<file path="config.mk">
export PLATFORM = sky130hd
export DESIGN_NAME = uart_tx_arbiter
export DESIGN_NICKNAME = d
export VERILOG_FILES = /design/src/rtl/uart_tx_arbiter.sv
export SDC_FILE = /design/constraint.sdc
export NUM_CORES = 1
export LEC_CHECK = 0
export BUFFER_PORTS_ARGS = -buffer_cell sky130_fd_sc_hd__buf_2
export CAP_MARGIN = 20
export CORE_MARGIN = 4
export CORE_UTILIZATION = 59
export DETAILED_ROUTE_END_ITERATION = 12
export PLACE_DENSITY_LB_ADDON = 0.05
export SKIP_CTS_REPAIR_TIMING = 1
export SYNTH_ARGS = -nofsm -noshare
export SYNTH_HDL_FRONTEND = slang
export SYNTH_SLANG_ARGS = --single-unit
</file>
<file path="constraint.sdc">
create_clock -name clk -period 10.3 [get_ports clk]
set_clock_uncertainty 0.05 [all_clocks]
set_input_delay 2.06 -clock clk [delete_from_list [all_inputs] [get_ports clk]]
set_output_delay 2.06 -clock clk [all_outputs]
set_load 0.02 [all_outputs]
</file>
<file path="src/rtl/uart_tx_arbiter.sv">
// Round-robin per-packet arbiter driving the UART TX FIFO write port; grant held until the owner's last byte.
// Requester byte -> fifo_we latency 1 cycle; owner ready throttled by FIFO occupancy including the in-flight write.
module uart_tx_arbiter #(
  parameter int N            = 3,
  parameter int DEPTH        = 7,
  parameter int LOCK_TIMEOUT = 255
) (
  input  logic             clk,
  input  logic             rstn,
  input  logic             en,
  input  logic [N-1:0]     req_valid,
  input  logic [8*N-1:0]   req_data,
  input  logic [N-1:0]     req_last,
  output logic [N-1:0]     req_ready,
  input  logic [DEPTH:0]   fifo_load,
  output logic [7:0]       fifo_din,
  output logic             fifo_we,
  output logic [2:0]       owner,
  output logic             busy,
  output logic             timeout
);

  typedef enum logic {IDLE = 1'b0, LOCKED = 1'b1} state_t;

  localparam logic [DEPTH+1:0] CAP = {2'b01, {DEPTH{1'b0}}};

  state_t       r_state, w_state_nxt;
  logic [2:0]   r_owner, w_owner_nxt;
  logic [2:0]   r_ptr, w_ptr_nxt;
  logic [15:0]  r_tcnt, w_tcnt_nxt;
  logic         r_we, w_we_nxt;
  logic [7:0]   r_din, w_din_nxt;
  logic         r_busy, w_busy_nxt;
  logic         r_timeout, w_timeout_nxt;

  logic [DEPTH+1:0] w_occ;
  logic             w_space_ok;
  logic             w_own_vld, w_own_last;
  logic [7:0]       w_own_dat;
  logic             w_grant_vld;
  logic [2:0]       w_grant_idx;
  logic [2:0]       w_owner_inc;
  logic             w_xfer;

  // fifo_load lags our own write by a cycle, so the pending strobe is counted as occupied space.
  assign w_occ      = {1'b0, fifo_load} + {{(DEPTH+1){1'b0}}, r_we};
  assign w_space_ok = (w_occ < CAP);

  always_comb begin
    w_own_vld  = 1'b0;
    w_own_last = 1'b0;
    w_own_dat  = 8'h00;
    for (int i = 0; i < N; i++) begin
      if (r_owner == 3'(i)) begin
        w_own_vld  = req_valid[i];
        w_own_last = req_last[i];
        w_own_dat  = req_data[8*i +: 8];
      end
    end
  end

  // Pick the valid requester with the smallest rotational distance from the pointer.
  always_comb begin
    int d;
    int best;
    d           = 0;
    best        = N;
    w_grant_idx = 3'd0;
    for (int i = 0; i < N; i++) begin
      if (req_valid[i]) begin
        d = i - int'(r_ptr);
        if (d < 0) d = d + N;
        if (d < best) begin
          best        = d;
          w_grant_idx = 3'(i);
        end
      end
    end
    w_grant_vld = |req_valid;
  end

  assign w_owner_inc = (r_owner == 3'(N-1)) ? 3'd0 : r_owner + 3'd1;
  assign w_xfer      = (r_state == LOCKED) && w_own_vld && w_space_ok;

  always_comb begin
    w_state_nxt   = r_state;
    w_owner_nxt   = r_owner;
    w_ptr_nxt     = r_ptr;
    w_tcnt_nxt    = r_tcnt;
    w_we_nxt      = 1'b0;
    w_din_nxt     = r_din;
    w_busy_nxt    = r_busy;
    w_timeout_nxt = 1'b0;
    req_ready     = '0;
    case (r_state)
      IDLE: begin
        if (en && w_grant_vld) begin
          w_state_nxt = LOCKED;
          w_owner_nxt = w_grant_idx;
          w_busy_nxt  = 1'b1;
          w_tcnt_nxt  = 16'd0;
        end
      end
      LOCKED: begin
        for (int i = 0; i < N; i++) begin
          if (r_owner == 3'(i)) req_ready[i] = w_space_ok;
        end
        if (w_xfer) begin
          w_we_nxt   = 1'b1;
          w_din_nxt  = w_own_dat;
          w_tcnt_nxt = 16'd0;
          if (w_own_last) begin
            w_state_nxt = IDLE;
            w_busy_nxt  = 1'b0;
            w_ptr_nxt   = w_owner_inc;
          end
        end else if (!w_own_vld) begin
          // A FIFO-full stall keeps valid high and therefore never ages the lock.
          if (r_tcnt == 16'(LOCK_TIMEOUT - 1)) begin
            w_state_nxt   = IDLE;
            w_busy_nxt    = 1'b0;
            w_ptr_nxt     = w_owner_inc;
            w_timeout_nxt = 1'b1;
            w_tcnt_nxt    = 16'd0;
          end else begin
            w_tcnt_nxt = r_tcnt + 16'd1;
          end
        end
      end
      default: w_state_nxt = IDLE;
    endcase
  end

  always_ff @(posedge clk or negedge rstn) begin
    if (!rstn) begin
      r_state   <= IDLE;
      r_owner   <= 3'd0;
      r_ptr     <= 3'd0;
      r_tcnt    <= 16'd0;
      r_we      <= 1'b0;
      r_din     <= 8'h00;
      r_busy    <= 1'b0;
      r_timeout <= 1'b0;
    end else begin
      r_state   <= w_state_nxt;
      r_owner   <= w_owner_nxt;
      r_ptr     <= w_ptr_nxt;
      r_tcnt    <= w_tcnt_nxt;
      r_we      <= w_we_nxt;
      r_din     <= w_din_nxt;
      r_busy    <= w_busy_nxt;
      r_timeout <= w_timeout_nxt;
    end
  end

  assign fifo_we  = r_we;
  assign fifo_din = r_din;
  assign owner    = r_owner;
  assign busy     = r_busy;
  assign timeout  = r_timeout;

endmodule

</file>
**After elaboration in Yosys (flattened, before gate mapping)**

Index checks and enable logic that the tools add are counted.

- Register bits after elaboration: 34
- Bits of input ports: 41
- Output and inout bits: 17
- Logic and storage cells: 100

- $add $sub $neg: 9
- $lt $le $gt $ge: 7
- Equal/unequal tests: 9
- Mux-type cells: 55
- Bitwise operators: 1
- Reductions and logical operators: 11

Operator list:

| kind | number |
|---|---|
| $mux W32 | 10 |
| $lt A32 B32 Y1 | 2 |
| $mux W16 | 4 |
| $lt A32 B3 Y1 const B | 1 |
| $pmux W16 S2 | 1 |
| $mux W1 | 27 |
| $mux W3 | 8 |
| $mux W8 | 3 |
| $add A16 B1 Y16 const B | 1 |
| $eq A16 B8 Y1 const B | 1 |
| $add A4 B3 Y5 const B | 3 |
| $lt A4 B1 Y1 const B | 3 |
| $add A8 B1 Y9 | 1 |
| $lt A9 B8 Y1 const B | 1 |
| $reduce_and A4 Y1 | 2 |
| $sub A1 B3 Y4 const A | 2 |
| $reduce_and A2 Y1 | 3 |
| $ne A2 B2 Y1 const B | 2 |
| $pmux W1 S2 | 2 |
| $sub A2 B3 Y4 const A | 1 |
| $add A3 B1 Y3 const B | 1 |
| $eq A3 B1 Y1 const B | 1 |
| $eq A3 B2 Y1 const B | 1 |
| $logic_and A1 B1 Y1 | 3 |
| 8 further kinds | 8 |

**Depth between registers and ports, before layout**

- Word-level depth: 13
- Gate-level depth with buffers: 19
- Mapped depth without buffers: 18

**Worst setup path after synthesis**

Ideal clock, no wire load.

- Kind: input to register
- Start point: input req_valid[0]
- End point: register r_owner[0] (netlist: owner[0])
- Setup time: 121 ps
- Arrival time: 5179 ps
- Required time: 10129 ps
- Path slack: 4950 ps
- Stages on the path: 15
- Path buffers: 0
- Cell sequence: nor2b_1 o21ai_0 nor2_1 inv_1 ha_1 a2111oi_0 o21ai_0 a21oi_1 mux2i_1 ha_1 a21o_1 a2111oi_0 o21ai_0 a22o_1 a22o_1

- Word-level cells in the longest chain between the ends: 7
- Elaborated cells between the ends (all ways): 12
- Those cells by class: 2 x order compare; 7 x mux; 3 x reduce/logical

Ends and longest elaborated chain:

| item | line | RTL |
|---|---|---|
| start: declaration | 11 | `input logic [N-1:0] req_valid,` |
| $mux W32 | 70 | `if (req_valid[i]) begin` |
| $lt A32 B32 Y1 | 73 | `if (d < best) begin` |
| $mux W32 | 73 |  |
| $mux W32 | 70 |  |
| $lt A32 B32 Y1 | 73 |  |
| $mux W3 | 73 |  |
| $mux W3 | 70 |  |
| end signal: assignment | 146 | `r_owner <= w_owner_nxt;` |
| end: declaration | 28 | `logic [2:0] r_owner, w_owner_nxt;` |

Parallel ways exist; a longest one is shown, timed or not.
A chain may end at the register's enable or synchronous reset.

**Worst setup path after layout**

Same ends and word-level chain as after synthesis.

==> impl_metrics.tcl <==
set metrics [dict create \
    status "completed" \
    start_util_pct 61.74 \
    rsz0062_at_grt "false" \
    worstPathCellList "buf_2 -> nor2b_1 -> o21ai_0 -> nor2_1 -> inv_1 -> ha_1 -> a2111oi_0 -> o21ai_0 -> a21oi_1 -> mux2i_1 -> ha_1 -> a21o_1 -> a2111oi_0 -> o21ai_0 -> a22o_1 -> a22o_1" \
    synth_nets 341 \
    grt_pass1_vias 2169 \
    antenna_left 0 \
    drc 0 \
    synth_edf_count 0 \
    tightest_slew_ns 0.9718 \
    synth-xor-area-share_pct 2.113 \
    start_kind "input port" \
    overflow 0 \
    clock-sinks 33 \
    setup_viol 0 \
    grt_max_degree 34 \
    synthAdderAreaFrac_pct 11.37 \
    required_ns 10.43 \
    cts_htree_levels 2 \
    yosysTopAreaCellShare_pct 33.20 \
    p_switching_w 0.0003559 \
    ys_ff_latch 33 \
    ys_seq_area_share_pct 33.20 \
    dr_total_vias 2208 \
    synth_top_flop_cell "dfrtp_1" \
    power.leakage_nw 1.383 \
    cp_common_cell "o21ai_0" \
    hold_violations 0 \
    grt_use_total_pct 23.06 \
    core_area_um2 4029 \
    detail_route.wl_per_cell_um 14.65 \
    tns_ns 0 \
    numCtsBuffers 5 \
    clock_latency_ns 0.29 \
    hpwl_mm 4.312 \
    arrival_ns 5.74 \
    drive_gt1_share_pct 24.47 \
    swShare_pct 47.19 \
    ys.warnings.count 0 \
    worst-path-buf-inv 2 \
    num_rows 23 \
    async_flop_share_pct 100.0 \
    hp-class "reg2reg" \
    slew_viol_final 0 \
    syn_to_final_growth_pct 14.94 \
    drt-vias-per-instance 5.795 \
    final.min_clock_period_ns 5.607 \
    cap_violations 0 \
    io_pins 58 \
    drt-pass1-iter-count 4 \
    ys_top_cells_by_area "dfrtp_1 33%, ha_1 11%, mux2i_1 5.2%" \
    gp_congestion 0.8316 \
    routed_wl_mm 5.580 \
    intPower_w 0.0003982 \
    slowest_stage "a21oi_1" \
    cp_max_fo 6 \
    yosysMostFrequentCell "dfrtp_1" \
    drt_iter0_markers 131 \
    syn_inst 278 \
    yosys.area_share.simple_pct 20.93 \
    setup_slack_ns 4.693 \
    port_buffers 56 \
    die_h_um 72.93 \
    synthMuxAreaShare_pct 7.495 \
    path_delay_family "compound AO/OA/AOI/OAI gates" \
    end_kind "flip-flop" \
    synth_compound_area_share_pct 20.32 \
    grt_pass1_wl_mm 9.701 \
    synth.distinct_cells 59 \
    synth_top_family_by_area "simple AND/OR/NAND/NOR gates" \
    peakVddDrop_v 0.0001227 \
    post-route-period-util_pct 54.44 \
    syn_area_um2 2487 \
    comb_power_share_pct 59.0 \
    diodes 0 \
    fin_nets 393 \
    path_clk_slew_ns 0.07 \
    dieWidth_um 72.93 \
    slew_headroom_pct 34.19 \
    cts_tree "yes" \
    synth_area_leader_cell "dfrtp_1" \
    p_per_area_nw_per_um2 263.8 \
    clock_power_share_pct 12.7 \
    crit_type "in2reg" \
    synth_top_cells_by_count "33 x dfrtp_1, 28 x nor2_1, 23 x o21ai_0, 21 x ha_1, 20 x nand2_1" \
    slowest_delay_ns 0.43 \
    antenna_found_initial 0 \
    clock_path_buffers 2 \
    pre_cts_ws_ns 4.433 \
    cts_root_buffer "clkbuf_8" \
    avgSynthCellArea_um2 8.947 \
    die_area_um2 5319 \
    seqPwrFrac_pct 28.3 \
    timing.fmax_mhz 178.3 \
]
-- per-stage QoR --
step	instance area, µm²	power [W]	hold slack, ns	util (%)	std cells
after floorplan	2487	0.0005559	0.4381	-	278
after global routing	2859	0.0008319	0.4577	70.96	381
after CTS	2859	0.0007588	0.4300	70.96	381
after global placement	2773	0.0006468	0.4073	68.82	373
final	2859	0.0007542	0.4259	70.96	381
after detailed placement	2773	0.0006608	0.4148	68.82	373
-- power groups by stage --
stage / combinational, W / sequential [W] / clock, W
after detailed placement: 0.000445 / 0.000216 / 0
after floorplan: 0.000344 / 0.000212 / 0
final: 0.000445 / 0.000213 / 0.0000961
after global routing: 0.000508 / 0.000220 / 0.000104
after global placement: 0.000434 / 0.000213 / 0
after CTS: 0.000448 / 0.000213 / 0.0000982
-- logic make-up (layout without fill, tap and decap cells) --
group,Yosys count,in the layout
xor gates and xnor gates,6,6
adders and majority gates,22,22
other,1,1
AOI/OAI and AO/OA,75,75
muxes,18,18
buffers and inverters,25,78
DFF,33,33
and+or+nand+nor,98,98
-- worst paths after layout --
check	startpoint	slack [ns]	end	depth (start not counted)
hold reg to reg	fifo_din[5]	0.43	fifo_din[5]	2
hold / removal	fifo_din[5]	0.43	fifo_din[5]	2
setup / recovery	req_valid[0]	4.69	owner[0]	16
min in group asynchronous	rstn	1.79	owner[0]	1
max in group asynchronous	rstn	7.93	fifo_din[5]	1
setup reg to reg	r_ptr[2]	5.34	owner[0]	18
-- sequential cells by signal, summed over array words and instances (netlist names) --
name      cells
r_ptr         3
timeout       1
r_state       1
owner         2
busy          1
fifo_din      8
r_tcnt       16
fifo_we       1
-- tightest hold or removal path, cell delays in order (launching register included) --
cell and delay, ns:
dfrtp_1 0.33, nand2_1 0.05, o21ai_0 0.06
-- layout make-up --
cell class / instances / area, µm²
timing repair buffer: 56 / 280.3
fill: 313 / 1170
multi-input combinational: 220 / 1551
sequential: 33 / 825.8
inverter: 14 / 52.55
clock inverter: 3 / 17.52
tap: 50 / 62.56
clock buffer: 5 / 68.82
-- layout by cell type, fill, tap and decap left out, types with 4 or more instances in the layout --
cell type / Yosys / routed
clkbuf_8: 0 / 5
mux2i_1: 13 / 13
a21o_1: 4 / 4
mux2_2: 5 / 5
nor3_1: 6 / 6
nand3_1: 5 / 5
nor2b_1: 4 / 4
nand2_1: 20 / 20
dfrtp_1: 33 / 33
nor2_1: 28 / 28
and2_1: 4 / 4
buf_2: 1 / 56
xnor2_1: 4 / 4
a21oi_1: 19 / 19
o21ai_0: 23 / 23
or3_1: 6 / 6
a2111oi_0: 4 / 4
inv_1: 14 / 14
ha_1: 21 / 21
nand4_1: 5 / 5
-- routing by layer --
layer	vias to the layer above	part of all wire (%)	track usage (%)
met4	0	1.4	7.377
met1	1031	45	29.82
li1	1120	-	-
met3	8	4.8	4.821
met5	-	0	0
met2	49	49	38.58
No activity file was read; power rests on OpenSTA's default activity.
